### src/rtl/uart_tx_mmio.sv
// Memory-mapped 8N1 UART transmitter on the core data port: TXDATA stores fill a FIFO,
// a framing FSM drains it LSB first, and STATUS is readable in the same cycle.
module uart_tx_mmio #(
    parameter int unsigned         XLen       = 32,
    parameter logic [XLen-1:0]     BaseAddr   = 32'h1000_0000,
    parameter int unsigned         FifoDepth  = 8,
    parameter int unsigned         ClksPerBit = 16
) (
    input  logic            clk_i,
    input  logic            rst_ni,
    input  logic [XLen-1:0] dmem_addr_i,
    input  logic            dmem_we_i,
    input  logic [XLen-1:0] dmem_wdata_i,
    output logic [XLen-1:0] dmem_rdata_o,
    output logic            hit_o,
    output logic            tx_o,
    output logic            busy_o
);

    localparam int unsigned PtrW  = $clog2(FifoDepth);
    localparam int unsigned CntW  = PtrW + 1;
    localparam int unsigned BaudW = $clog2(ClksPerBit);

    typedef enum logic [1:0] {ST_IDLE, ST_START, ST_DATA, ST_STOP} state_e;

    logic [7:0]      fifo_mem_r [FifoDepth];
    logic [PtrW-1:0] wr_ptr_r, rd_ptr_r;
    logic [CntW-1:0] count_r, count_s;
    logic            ovf_r;
    state_e          state_r, state_s;
    logic [BaudW-1:0] baud_r, baud_s;
    logic [2:0]      bit_r, bit_s;
    logic [7:0]      shift_r, shift_s;
    logic            tx_r, tx_s, busy_r, busy_s;
    logic            hit_s, push_req_s, push_s, pop_s, full_s, empty_s;
    logic            ovf_set_s, ovf_clr_s, baud_last_s;
    logic [3:0]      offset_s;
    logic [31:0]     status_s;
    logic            unused_s;

    assign unused_s    = ^dmem_wdata_i[XLen-1:8];
    assign offset_s    = dmem_addr_i[3:0];
    assign hit_s       = (dmem_addr_i[XLen-1:4] == BaseAddr[XLen-1:4]);
    assign full_s      = (count_r == CntW'(FifoDepth));
    assign empty_s     = (count_r == {CntW{1'b0}});
    assign push_req_s  = hit_s & dmem_we_i & (offset_s == 4'h0);
    assign pop_s       = (state_r == ST_IDLE) & ~empty_s;
    // A full FIFO still takes a push when the FSM frees a slot in the same cycle
    assign push_s      = push_req_s & (~full_s | pop_s);
    assign ovf_set_s   = push_req_s & full_s & ~pop_s;
    assign ovf_clr_s   = hit_s & dmem_we_i & (offset_s == 4'h4) & dmem_wdata_i[3];
    assign baud_last_s = (baud_r == BaudW'(ClksPerBit - 1));

    assign status_s     = {16'h0000, 8'(count_r), 4'h0, ovf_r, busy_r, empty_s, full_s};
    assign hit_o        = hit_s;
    assign dmem_rdata_o = (hit_s && offset_s == 4'h4) ? XLen'(status_s) : {XLen{1'b0}};
    assign tx_o         = tx_r;
    assign busy_o       = busy_r;

    // FIFO occupancy after this cycle's push/pop
    always_comb begin
        count_s = count_r;
        case ({push_s, pop_s})
            2'b10:   count_s = count_r + CntW'(1);
            2'b01:   count_s = count_r - CntW'(1);
            default: count_s = count_r;
        endcase
    end

    // Framing FSM next state, baud/bit counters, shifter and next line level
    always_comb begin
        state_s = state_r;
        baud_s  = baud_r + BaudW'(1);
        bit_s   = bit_r;
        shift_s = shift_r;
        case (state_r)
            ST_IDLE: begin
                baud_s = {BaudW{1'b0}};
                if (pop_s) begin
                    shift_s = fifo_mem_r[rd_ptr_r];
                    state_s = ST_START;
                end else begin
                    state_s = ST_IDLE;
                end
            end
            ST_START: begin
                if (baud_last_s) begin
                    state_s = ST_DATA;
                    baud_s  = {BaudW{1'b0}};
                    bit_s   = 3'd0;
                end else begin
                    state_s = ST_START;
                end
            end
            ST_DATA: begin
                if (baud_last_s) begin
                    baud_s = {BaudW{1'b0}};
                    if (bit_r == 3'd7) begin
                        state_s = ST_STOP;
                    end else begin
                        bit_s   = bit_r + 3'd1;
                        shift_s = {1'b0, shift_r[7:1]};
                    end
                end else begin
                    state_s = ST_DATA;
                end
            end
            ST_STOP: begin
                if (baud_last_s) begin
                    state_s = ST_IDLE;
                    baud_s  = {BaudW{1'b0}};
                end else begin
                    state_s = ST_STOP;
                end
            end
            default: begin
                state_s = ST_IDLE;
                baud_s  = {BaudW{1'b0}};
            end
        endcase

        // Line level is registered from the next state so it lines up with it
        case (state_s)
            ST_START: tx_s = 1'b0;
            ST_DATA:  tx_s = shift_s[0];
            default:  tx_s = 1'b1;
        endcase
        busy_s = (state_s != ST_IDLE) || (count_s != {CntW{1'b0}});
    end

    // FIFO storage; contents are don't-care while empty, so no reset
    always_ff @(posedge clk_i) begin
        if (push_s) begin
            fifo_mem_r[wr_ptr_r] <= dmem_wdata_i[7:0];
        end
    end

    // FIFO pointers, count and sticky overflow
    always_ff @(posedge clk_i or negedge rst_ni) begin
        if (!rst_ni) begin
            wr_ptr_r <= {PtrW{1'b0}};
            rd_ptr_r <= {PtrW{1'b0}};
            count_r  <= {CntW{1'b0}};
            ovf_r    <= 1'b0;
        end else begin
            if (push_s) wr_ptr_r <= wr_ptr_r + PtrW'(1);
            if (pop_s)  rd_ptr_r <= rd_ptr_r + PtrW'(1);
            count_r <= count_s;
            if (ovf_set_s)      ovf_r <= 1'b1;
            else if (ovf_clr_s) ovf_r <= 1'b0;
            else                ovf_r <= ovf_r;
        end
    end

    // FSM state, counters and registered outputs
    always_ff @(posedge clk_i or negedge rst_ni) begin
        if (!rst_ni) begin
            state_r <= ST_IDLE;
            baud_r  <= {BaudW{1'b0}};
            bit_r   <= 3'd0;
            shift_r <= 8'h00;
            tx_r    <= 1'b1;
            busy_r  <= 1'b0;
        end else begin
            state_r <= state_s;
            baud_r  <= baud_s;
            bit_r   <= bit_s;
            shift_r <= shift_s;
            tx_r    <= tx_s;
            busy_r  <= busy_s;
        end
    end

endmodule

### config.mk
export PLATFORM = sky130hd
export DESIGN_NAME = uart_tx_mmio
export DESIGN_NICKNAME = d
export VERILOG_FILES = /design/src/rtl/uart_tx_mmio.sv
export SDC_FILE = /design/constraint.sdc
export NUM_CORES = 1
export LEC_CHECK = 0
export ABC_AREA = 1
export ABC_CLOCK_PERIOD_IN_PS = 3200
export BUFFER_PORTS_ARGS = -buffer_cell sky130_fd_sc_hd__buf_2
export CAP_MARGIN = 15
export CORE_ASPECT_RATIO = 0.8
export CORE_MARGIN = 1.5
export CORE_UTILIZATION = 45
export DETAILED_ROUTE_END_ITERATION = 6
export PLACE_DENSITY_LB_ADDON = 0.15
export RECOVER_POWER = 50
export SETUP_SLACK_MARGIN = 0.15
export SYNTH_ARGS = -nofsm -noshare
export SYNTH_HDL_FRONTEND = slang
export SYNTH_SLANG_ARGS = --single-unit
### constraint.sdc
create_clock -name clk_i -period 3.2 [get_ports clk_i]
set_input_delay 0.64 -clock clk_i [delete_from_list [all_inputs] [get_ports clk_i]]
set_output_delay 0.64 -clock clk_i [all_outputs]
set_load 0.1 [all_outputs]
Word level (Yosys, flattened, before mapping)
Memory sizes are Yosys's and may differ from the RTL's.
Cells that the tools add are included.
{ "totals": {"in_bits": 67, "ff_bits": 30, "word_cells": 82, "ramBits": 64, "output_inout_bits": 35, "memories": 1} }
{ "mem_list": {"columns": ["name", "depth", "width", "rd", "rd_clocked_by_memory_dff", "wr", "line_no", "text"], "rows": [
  ["fifo_mem_r", 8, 8, 1, 0, 1, "26", "logic [7:0] fifo_mem_r [FifoDepth];"]
]} }
{ "classes": {"muxes": 23, "n_bitwise": 12, "addsub": 6, "reduce_logical": 13, "n_eq_ne": 16} }
{ "op_table": {"columns": ["cell", "count"], "rows": [
  ["$eq A28 B25 Y1 const B", 1],
  ["$mux W8", 3],
  ["$pmux W4 S2", 2],
  ["$pmux W8 S2", 1],
  ["$mux W12", 1],
  ["$add A3 B1 Y3 const B", 3],
  ["$mux W3", 3],
  ["$add A4 B1 Y4 const B", 2],
  ["$and A1 B1 Y1", 8],
  ["$eq A2 B2 Y1 const B", 4],
  ["$eq A4 B4 Y1 const B", 2],
  ["$logic_not A4 Y1", 2],
  ["$mux W2", 4],
  ["$ne A2 B2 Y1 const B", 4],
  ["$pmux W2 S4", 1],
  ["$reduce_and A4 Y1", 2],
  ["$reduce_bool A2 Y1", 4],
  ["$eq A2 B1 Y1 const B", 3],
  ["$pmux W3 S2", 1],
  ["$mux W1", 5],
  ["$eq A4 B3 Y1 const B", 1],
  ["$mux W4", 1],
  ["$reduce_bool A4 Y1", 1],
  ["$sub A4 B1 Y4 const B", 1],
  ["8 further kinds", 10]
]} }

Longest topological paths before layout
Gate-level depths: netlist (run 1).
{ "logic_depth": {"word_depth": 9, "depth_mapped": 19, "depth_no_buf": 19} }

Worst setup path before layout (run 1)
OpenSTA, ideal clock, no wires.
{ "synth_timing": {"path_kind": "in2out", "start": "input dmem_addr_i[31]", "end": "output dmem_rdata_o[0]", "path_buffers": 0, "arrival_time_ps": 3981, "slack_ps": -1421, "t_required_ps": 2560, "stages": 6, "cell_sequence": "or2_0 -> nor2_1 -> nand2_1 -> nor2_4 -> nand2_1 -> nor3_1"} }
{ "synth_between": {"elab_chain_len": 3} }
{ "synth_lines": {"columns": ["item", "line_no", "text"], "rows": [
  ["from (decl)", "11", "input logic [XLen-1:0] dmem_addr_i,"],
  ["$eq A28 B25 Y1", "43", "assign hit_s = (dmem_addr_i[XLen-1:4] == BaseAddr[XLen-1:4]);"],
  ["net hit_o", "15", "output logic hit_o,"],
  ["$logic_and A1 B1 Y1", "56", "assign dmem_rdata_o = (hit_s && offset_s == 4'h4) ? XLen'(status_s) : {XLen{1'b0}};"],
  ["$mux W12", "56", null],
  ["to (decl)", "14", "output logic [XLen-1:0] dmem_rdata_o,"]
]} }
The timed path passes the listed nets, and every way through them passes these cells.

Worst setup path after layout (run 1)
{ "layout_timing": {"start": "input dmem_addr_i[31]", "end": "output dmem_rdata_o[1]"} }
{ "layout_between": {"elab_chain_len": 3} }
{ "layout_lines": {"columns": ["item", "line_no"], "rows": [
  ["$eq A28 B25 Y1", "43"],
  ["$logic_and A1 B1 Y1", "56"],
  ["$mux W12", "56"]
]} }
Every way passes these cells.

==> results of run 1 <==
synthesized netlist by cell type:
| library cell | instances | area share [%] |
|---|---|---|
| nand2_1 | 43 | 3.7 |
| edfxtp_1 | 64 | 44 |
| dfstp_2 | 1 | 0.61 |
| a21oi_4 | 1 | 0.38 |
| nor2_4 | 1 | 0.26 |
| inv_2 | 3 | 0.26 |
| ha_1 | 7 | 2.0 |
| nand3_1 | 14 | 1.6 |
| a22o_1 | 2 | 0.41 |
| inv_1 | 33 | 2.9 |
| o221ai_1 | 17 | 3.4 |
| xor2_1 | 6 | 1.2 |
| nand4_2 | 1 | 0.29 |
| o22ai_1 | 3 | 0.43 |
| o21ai_1 | 2 | 0.23 |
| nor3_1 | 10 | 1.2 |
| clkbuf_1 | 7 | 0.61 |
| conb_1 | 1 | 0.087 |
| or2_0 | 1 | 0.14 |
| o21ai_0 | 40 | 4.6 |
| nand2_4 | 2 | 0.52 |
| nor2_1 | 70 | 6.1 |
| nor3b_1 | 1 | 0.17 |
| o211ai_1 | 6 | 1.0 |
| nor4_2 | 1 | 0.29 |
| dfrtp_1 | 29 | 17 |
| a31oi_1 | 1 | 0.14 |
| xnor2_1 | 1 | 0.20 |
| fa_1 | 1 | 0.46 |
| a21oi_1 | 1 | 0.12 |
| nand2_2 | 4 | 0.58 |
| buf_4 | 24 | 4.2 |
| a211oi_1 | 1 | 0.17 |
| buf_2 | 4 | 0.46 |
layout make-up:
type	count	share of cell area, %
clock buffer	10	4.500
clock inverter	6	1.352
inverter	36	2.656
multi-input combinational	261	28.62
sequential	94	52.54
tap	115	2.828
timing repair buffer	68	7.499
final timing paths:
check                                 from               to  slack, ns
setup / recovery           dmem_addr_i[31]  dmem_rdata_o[1]       0.51
hold / removal                   baud_r[0]        baud_r[0]       0.46
setup reg to reg                count_r[2]           busy_o       0.62
hold reg to reg                  baud_r[0]        baud_r[0]       0.46
max in group asynchronous           rst_ni       shift_r[2]       1.56
min in group asynchronous           rst_ni       count_r[1]       0.69
sequential cells by signal, summed over array words and instances, names as in the netlist:
register,cells
fifo_mem_r,64
shift_r,8
baud_r,4
count_r,4
bit_r,3
rd_ptr_r,3
wr_ptr_r,3
state_r,2
busy_o,1
ovf_r,1
tx_o,1
placed cells by master, fill, tap and decap left out, types with 2 or more instances in the layout:
master      n
edfxtp_1   64
nor2_1     63
buf_2      43
nand2_1    42
o21ai_0    40
inv_1      33
dfrtp_1    29
conb_1     24
o221ai_1   17
buf_4      15
nand3_1    14
clkbuf_1   10
nor3_1      9
clkbuf_16   9
nor2_4      8
ha_1        7
o211ai_1    6
xor2_1      6
nand2_2     4
inv_2       3
o22ai_1     3
nand2_4     2
o21ai_1     2
a22o_1      2
inv_6       2
through the flow:
step	hold WS (ns)	area (um2)	setup TNS, ns	utilization [%]	setup WS (ns)
2_1_floorplan	0.3444	4492	-0.07831	-	-0.07831
3_3_place_gp	0.4433	4802	0	52.24	0.3425
3_5_place_dp	0.4532	4802	0	52.24	0.2792
4_1_cts	0.3551	5100	0	55.48	0.4955
5_1_grt	0.4835	5089	0	55.36	0.2418
6_report	0.4612	5089	0	55.36	0.5063
cell families after synthesis:
kind of cell,Yosys count,synth area share (%)
simple gates,148,14.84
flops,94,61.82
compound gates,74,10.99
buf+inv,71,8.360
fa+ha+maj,8,2.488
xor+xnor,7,1.417
other cells,1,0.08670
report_power, final:
group / switching, uW / total [uW] / internal (uW)
Clock: 443 / 1050 / 610
Combinational: 151 / 172 / 20.5
Sequential: 0.00000455 / 1300 / 1300
Total: 594 / 2520 / 1930
critical path, stage by stage:
cell and delay [ns]:
buf_2 0.09, or2_0 0.21, nor2_1 0.09, nand2_1 0.09
nor2_4 0.12, buf_4 0.17, nand2_8 0.12, nor2_4 0.09
buf_2 0.42
routing by layer:
layer | GRT usage (%) | share of wire, % | vias up
met1 | 26.21 | 47 | 1384
met4 | 6.962 | 1.8 | 0
met2 | 28.10 | 45 | 113
met3 | 3.960 | 6.3 | 11
li1 | - | - | 1487
met5 | 0 | 0 | -
==> summary.md, run 1 <==
| Metric | Value |
|---|---|
| Remaining global-route overflow | `0` |
| # rows | `31` |
| GR Util All Layers | `18.51%` |
| Largest net degree at the start of global routing | `35` |
| Critical Path End Type | `output pin` |
| Antenna cell count | `0` |
| WS Path Type | `in -> out` |
| H-tree lvl count | `3` |
| Peak VDD IR | `0.2736 mV` |
| Vias in the first global route | `2912` |
| Critical Path RT | `2.56 ns` |
| IO buf count | `53` |
| First-pass GRT wire length | `14420 um` |
| R2R depth | `19` |
| Starting Density | `47.05%` |
| # hold bufs at CTS | `0` |
| Failing checks | `capacitance limit, slew limit` |
| Slew @ Worst Pin | `1.608 ns` |
| Cell variety after synth | `34` |
| MaxCap Viol Count | `1` |
| Via-per-instance ratio | `5.076` |
| Worst rel slew slack | `-7.175%` |
| Final std cells w/o fill | `590` |
| Antenna-violating nets left | `0` |
| Hold/Removal Path Class | `reg -> reg` |
| Area Overhead vs Synth | `17.65%` |
| CTS-repair resized insts | `0` |
| Tot Pwr | `2525 uW` |
| Core Region | `9193 um2` |
| FF+latch area | `2674 um2` |
| Worst Skew | `0.007914 ns` |
| Post-CTS setup buffer count | `0` |
| Peak Freq | `0.3712 GHz` |
| WL final | `8814 um` |
| First drt pass iteration count | `5` |
| Die Height | `90.69 um` |
| Pleak | `0.002069 uW` |
| Total CTS buffers | `9` |
| Max FO, Critical Path | `9` |
| Hold Vio Cnt, Final | `0` |
| Fin crit period | `2.694 ns` |
| Fin crit share | `84.18%` |
| Synthesis warning total | `0` |
| Overall die width | `112.6 um` |
| Hold path depth | `1` |
| Avg Cell Area, Syn | `10.73 um2` |
| Root Driver | `clkbuf_16` |
| Worst Path Arrival | `2.05 ns` |
| Layout cells sized above 1 | `20.42%` |
| Synth Register Bits | `94` |
| Gp weighted congestion | `0.7206` |
| Sequential share of the synthesized area | `61.82%` |
| Sink Count | `94` |
| Status | `complete, but fails checks` |
| Die area | `10210 um2` |
| Critical path startpoint category | `input port` |
| RSZ-0062 raised after global routing | `false` |
| DR WL/cell | `14.94 um` |
| DR iter-0 viols | `247` |
| Slew Viols, Final | `31` |
| Number of remaining DRC errors | `0` |
| Clk slew on worst S/H paths | `0.06 ns` |
| Routed vias | `2995` |
| CTS tree | `done` |
| Multi-input gate area | `1456 um2` |
| Initial antenna violation count | `0` |
| Synthesized cell area | `4325 um2` |
| Dpl cells | `574` |
| Clk Latency, worst-skew pair | `0.34 ns` |
| IO Pins | `102` |
| Placed wire-length estimate | `6018 um` |
| PD cells | `496.2 nW/um2` |
| Final setup vio count | `0` |
| # fillers | `792` |
| CTS max path bufs | `2` |
| Cells after synthesis | `403` |
| Layout Nets | `545` |
Note: power is estimated with default switching activity, not from simulation.
==> run 2, diff against run 1 <==
--- a/config.mk
+++ b/config.mk
@@ -6,7 +6,7 @@
 export NUM_CORES = 1
 export LEC_CHECK = 0
 export ABC_AREA = 1
-export ABC_CLOCK_PERIOD_IN_PS = 3200
+export ABC_CLOCK_PERIOD_IN_PS = 2700
 export BUFFER_PORTS_ARGS = -buffer_cell sky130_fd_sc_hd__buf_2
 export CAP_MARGIN = 15
 export CORE_ASPECT_RATIO = 0.8
==> constraint.sdc (replaced) <==
create_clock -name clk_i -period 2.7 [get_ports clk_i]
set_input_delay 0.54 -clock clk_i [delete_from_list [all_inputs] [get_ports clk_i]]
set_output_delay 0.54 -clock clk_i [all_outputs]
set_load 0.1 [all_outputs]
==> run 2 against run 1 <==
  * The flow still finishes with violations (capacitance limit, slew limit)
  * Utilization is 2.6 points higher
  * Clock skew up 0.0036 ns
  * Non-clock buffer count increased by 3
  * Critical path depth is 1 higher
  * Via count is 1.1% higher
  * Sequential share of layout area is 2.4 points lower
  * Critical path type unchanged
==> summary.md, run 2 (same netlist as run 1, synthesis figures left out) <==
| Metric | Value |
|---|---|
| FF-to-FF End | `busy_o` |
| Worst Skew | `0.01150 ns` |
| Biggest register | `fifo_mem_r` |
| WL final | `8965 um` |
| First drt pass iteration count | `4` |
| RSZ-0062 raised after global routing | `false` |
| PD cells | `547.1 nW/um2` |
| CP top delay family | `simple AND/OR/NAND/NOR gates` |
| Layout Nets | `548` |
| Final std cells w/o fill | `593` |
| Core Region | `9193 um2` |
| Slowest CP cell | `nor3_4` |
| # rows | `31` |
| Routed vias | `3029` |
| Reg-to-reg startpoint | `count_r[1]` |
| Fin crit share | `88.15%` |
| Root Driver | `clkbuf_16` |
| Vias in the first global route | `2944` |
| Sink Count | `94` |
| Via-per-instance ratio | `5.108` |
| Worst Path Arrival | `1.84 ns` |
| Layout cells sized above 1 | `23.43%` |
| Total CTS buffers | `9` |
| Hold path start | `baud_r[0]` |
| WS Path Type | `in -> out` |
| Pleak | `0.002126 uW` |
| Final setup vio count | `0` |
| # hold bufs at CTS | `0` |
| Peak VDD IR | `0.2901 mV` |
| Setup_tns | `0 ns` |
| Critical Path End Type | `output pin` |
| Placed wire-length estimate | `6026 um` |
| GR Util All Layers | `18.99%` |
| Failing checks | `capacitance limit, slew limit` |
| DR WL/cell | `15.12 um` |
| Slew Viols, Final | `31` |
| H-tree lvl count | `3` |
| CTS tree | `done` |
| Clk slew on worst S/H paths | `0.06 ns` |
| Peak Freq | `0.4201 GHz` |
| IO Pins | `102` |
| Antenna-violating nets left | `0` |
| Antenna cell count | `0` |
| Peak per-stage delay on the critical path | `0.22 ns` |
| Overall die width | `112.6 um` |
| MaxCap Viol Count | `1` |
| Area Overhead vs Synth | `23.23%` |
| Largest net degree at the start of global routing | `34` |
| Hold/Removal Path Class | `reg -> reg` |
| Starting Density | `47.05%` |
| R2R Setup Slk | `0.43 ns` |
| Critical Path RT | `2.16 ns` |
| Gp weighted congestion | `0.7381` |
| Die area | `10210 um2` |
| Commonest non-fill, non-tap cell in the layout | `edfxtp_1` |
| R2R depth | `19` |
| CTS max path bufs | `2` |
| WP buf/inv | `3` |
| Initial antenna violation count | `0` |
| Status | `complete, but fails checks` |
| DR iter-0 viols | `162` |
| Number of remaining DRC errors | `0` |
| Critical path startpoint category | `input port` |
| Top flop regs | `fifo_mem_r: 64 flops, shift_r: 8 flops` |
| Max FO, Critical Path | `9` |
| Die Height | `90.69 um` |
| Fin crit period | `2.380 ns` |
| Remaining global-route overflow | `0` |
| Most frequent cells in the layout | `edfxtp_1, nor2_1, nand2_1` |
| Hold Path End | `baud_r[0]` |
| Slew @ Worst Pin | `1.727 ns` |
| Clk Latency, worst-skew pair | `0.35 ns` |
| Crit-path cells | `buf_2 > nor2_1 > nand2_1 > nor2_1 > nand2_1 > nor2_4 > buf_4 > nand2_8 > nor3_4 > buf_12` |
| Worst rel slew slack | `-15.15%` |
| First-pass GRT wire length | `14590 um` |
| IO buf count | `53` |
| Hold path depth | `1` |
| Dpl cells | `577` |
| Hold Vio Cnt, Final | `0` |
| Max reg flops | `64` |
[run 2: cell types whose count changed in the layout (fill, tap and decap cells not counted), moves of 7 or more]
cell	previous run	this run
buf_12	1	8
nor3_4	1	9
buf_2	43	36
nor3_1	9	1
[run 2: final cells by class]
class	instances	area [um2]
fill	761	3862
sequential	94	2674
multi-input combinational	261	1592
timing repair buffer	71	505.5
clock buffer	11	242.7
tap	115	143.9
inverter	36	137.6
clock inverter	5	35.03
[run 2: what timing repair did]
item / CTS / global route
buffers inserted: 0 / 0
gates resized for setup: 0 / 2
setup endpoints to repair: 0 / 1
[run 2: how the worst max path moves through the flow]
stage | end | slack, ns | startpoint | depth (start not counted)
after global placement | busy_o | 0.26 | dmem_addr_i[31] | 19
final | dmem_rdata_o[0] | 0.32 | dmem_addr_i[9] | 10
after detailed placement | busy_o | 0.21 | dmem_addr_i[0] | 18
after CTS | dmem_rdata_o[0] | 0.29 | dmem_addr_i[9] | 10
after global routing | busy_o | 0.18 | count_r[1] | 19
after floorplan | dmem_rdata_o[0] | -0.38 | dmem_addr_i[31] | 6
[run 2: layer usage]
metal	share of wire (%)	vias up	routed length [um]	global-route usage [%]
li1	-	1491	-	-
met1	46	1441	4135	26.29
met2	47	86	4256	29.32
met3	5.1	11	458	4.899
met4	1.3	0	115	6.329
met5	0	-	0	0
[run 2: worst reg2reg max path, delay by kind of cell, from the launching register on]
family                     cells  cell delay [ns]
and+or+nand+nor               13             1.01
DFF                            1             0.42
buffers and inverters          4             0.33
adders and majority gates      1             0.22
AOI/OAI and AO/OA              1             0.17
[run 2: metrics by stage]
step / hold WS [ns] / util [%] / power, uW / cell area, um2 / setup WS, ns
2_1_floorplan: 0.2444 / - / 1753 / 4624 / -0.3783
3_3_place_gp: 0.4477 / 55.07 / 1774 / 5062 / 0.2590
3_5_place_dp: 0.4530 / 55.07 / 1777 / 5062 / 0.2111
4_1_cts: 0.2618 / 58.09 / 2940 / 5340 / 0.2883
5_1_grt: 0.4975 / 57.98 / 3009 / 5330 / 0.1815
6_report: 0.4611 / 57.98 / 2916 / 5330 / 0.3199
[run 2: power breakdown]
group / total, uW / internal [uW] / switching, uW
Sequential: 1540 / 1540 / 0.00000680
Combinational: 203 / 24.3 / 179
Clock: 1170 / 647 / 524
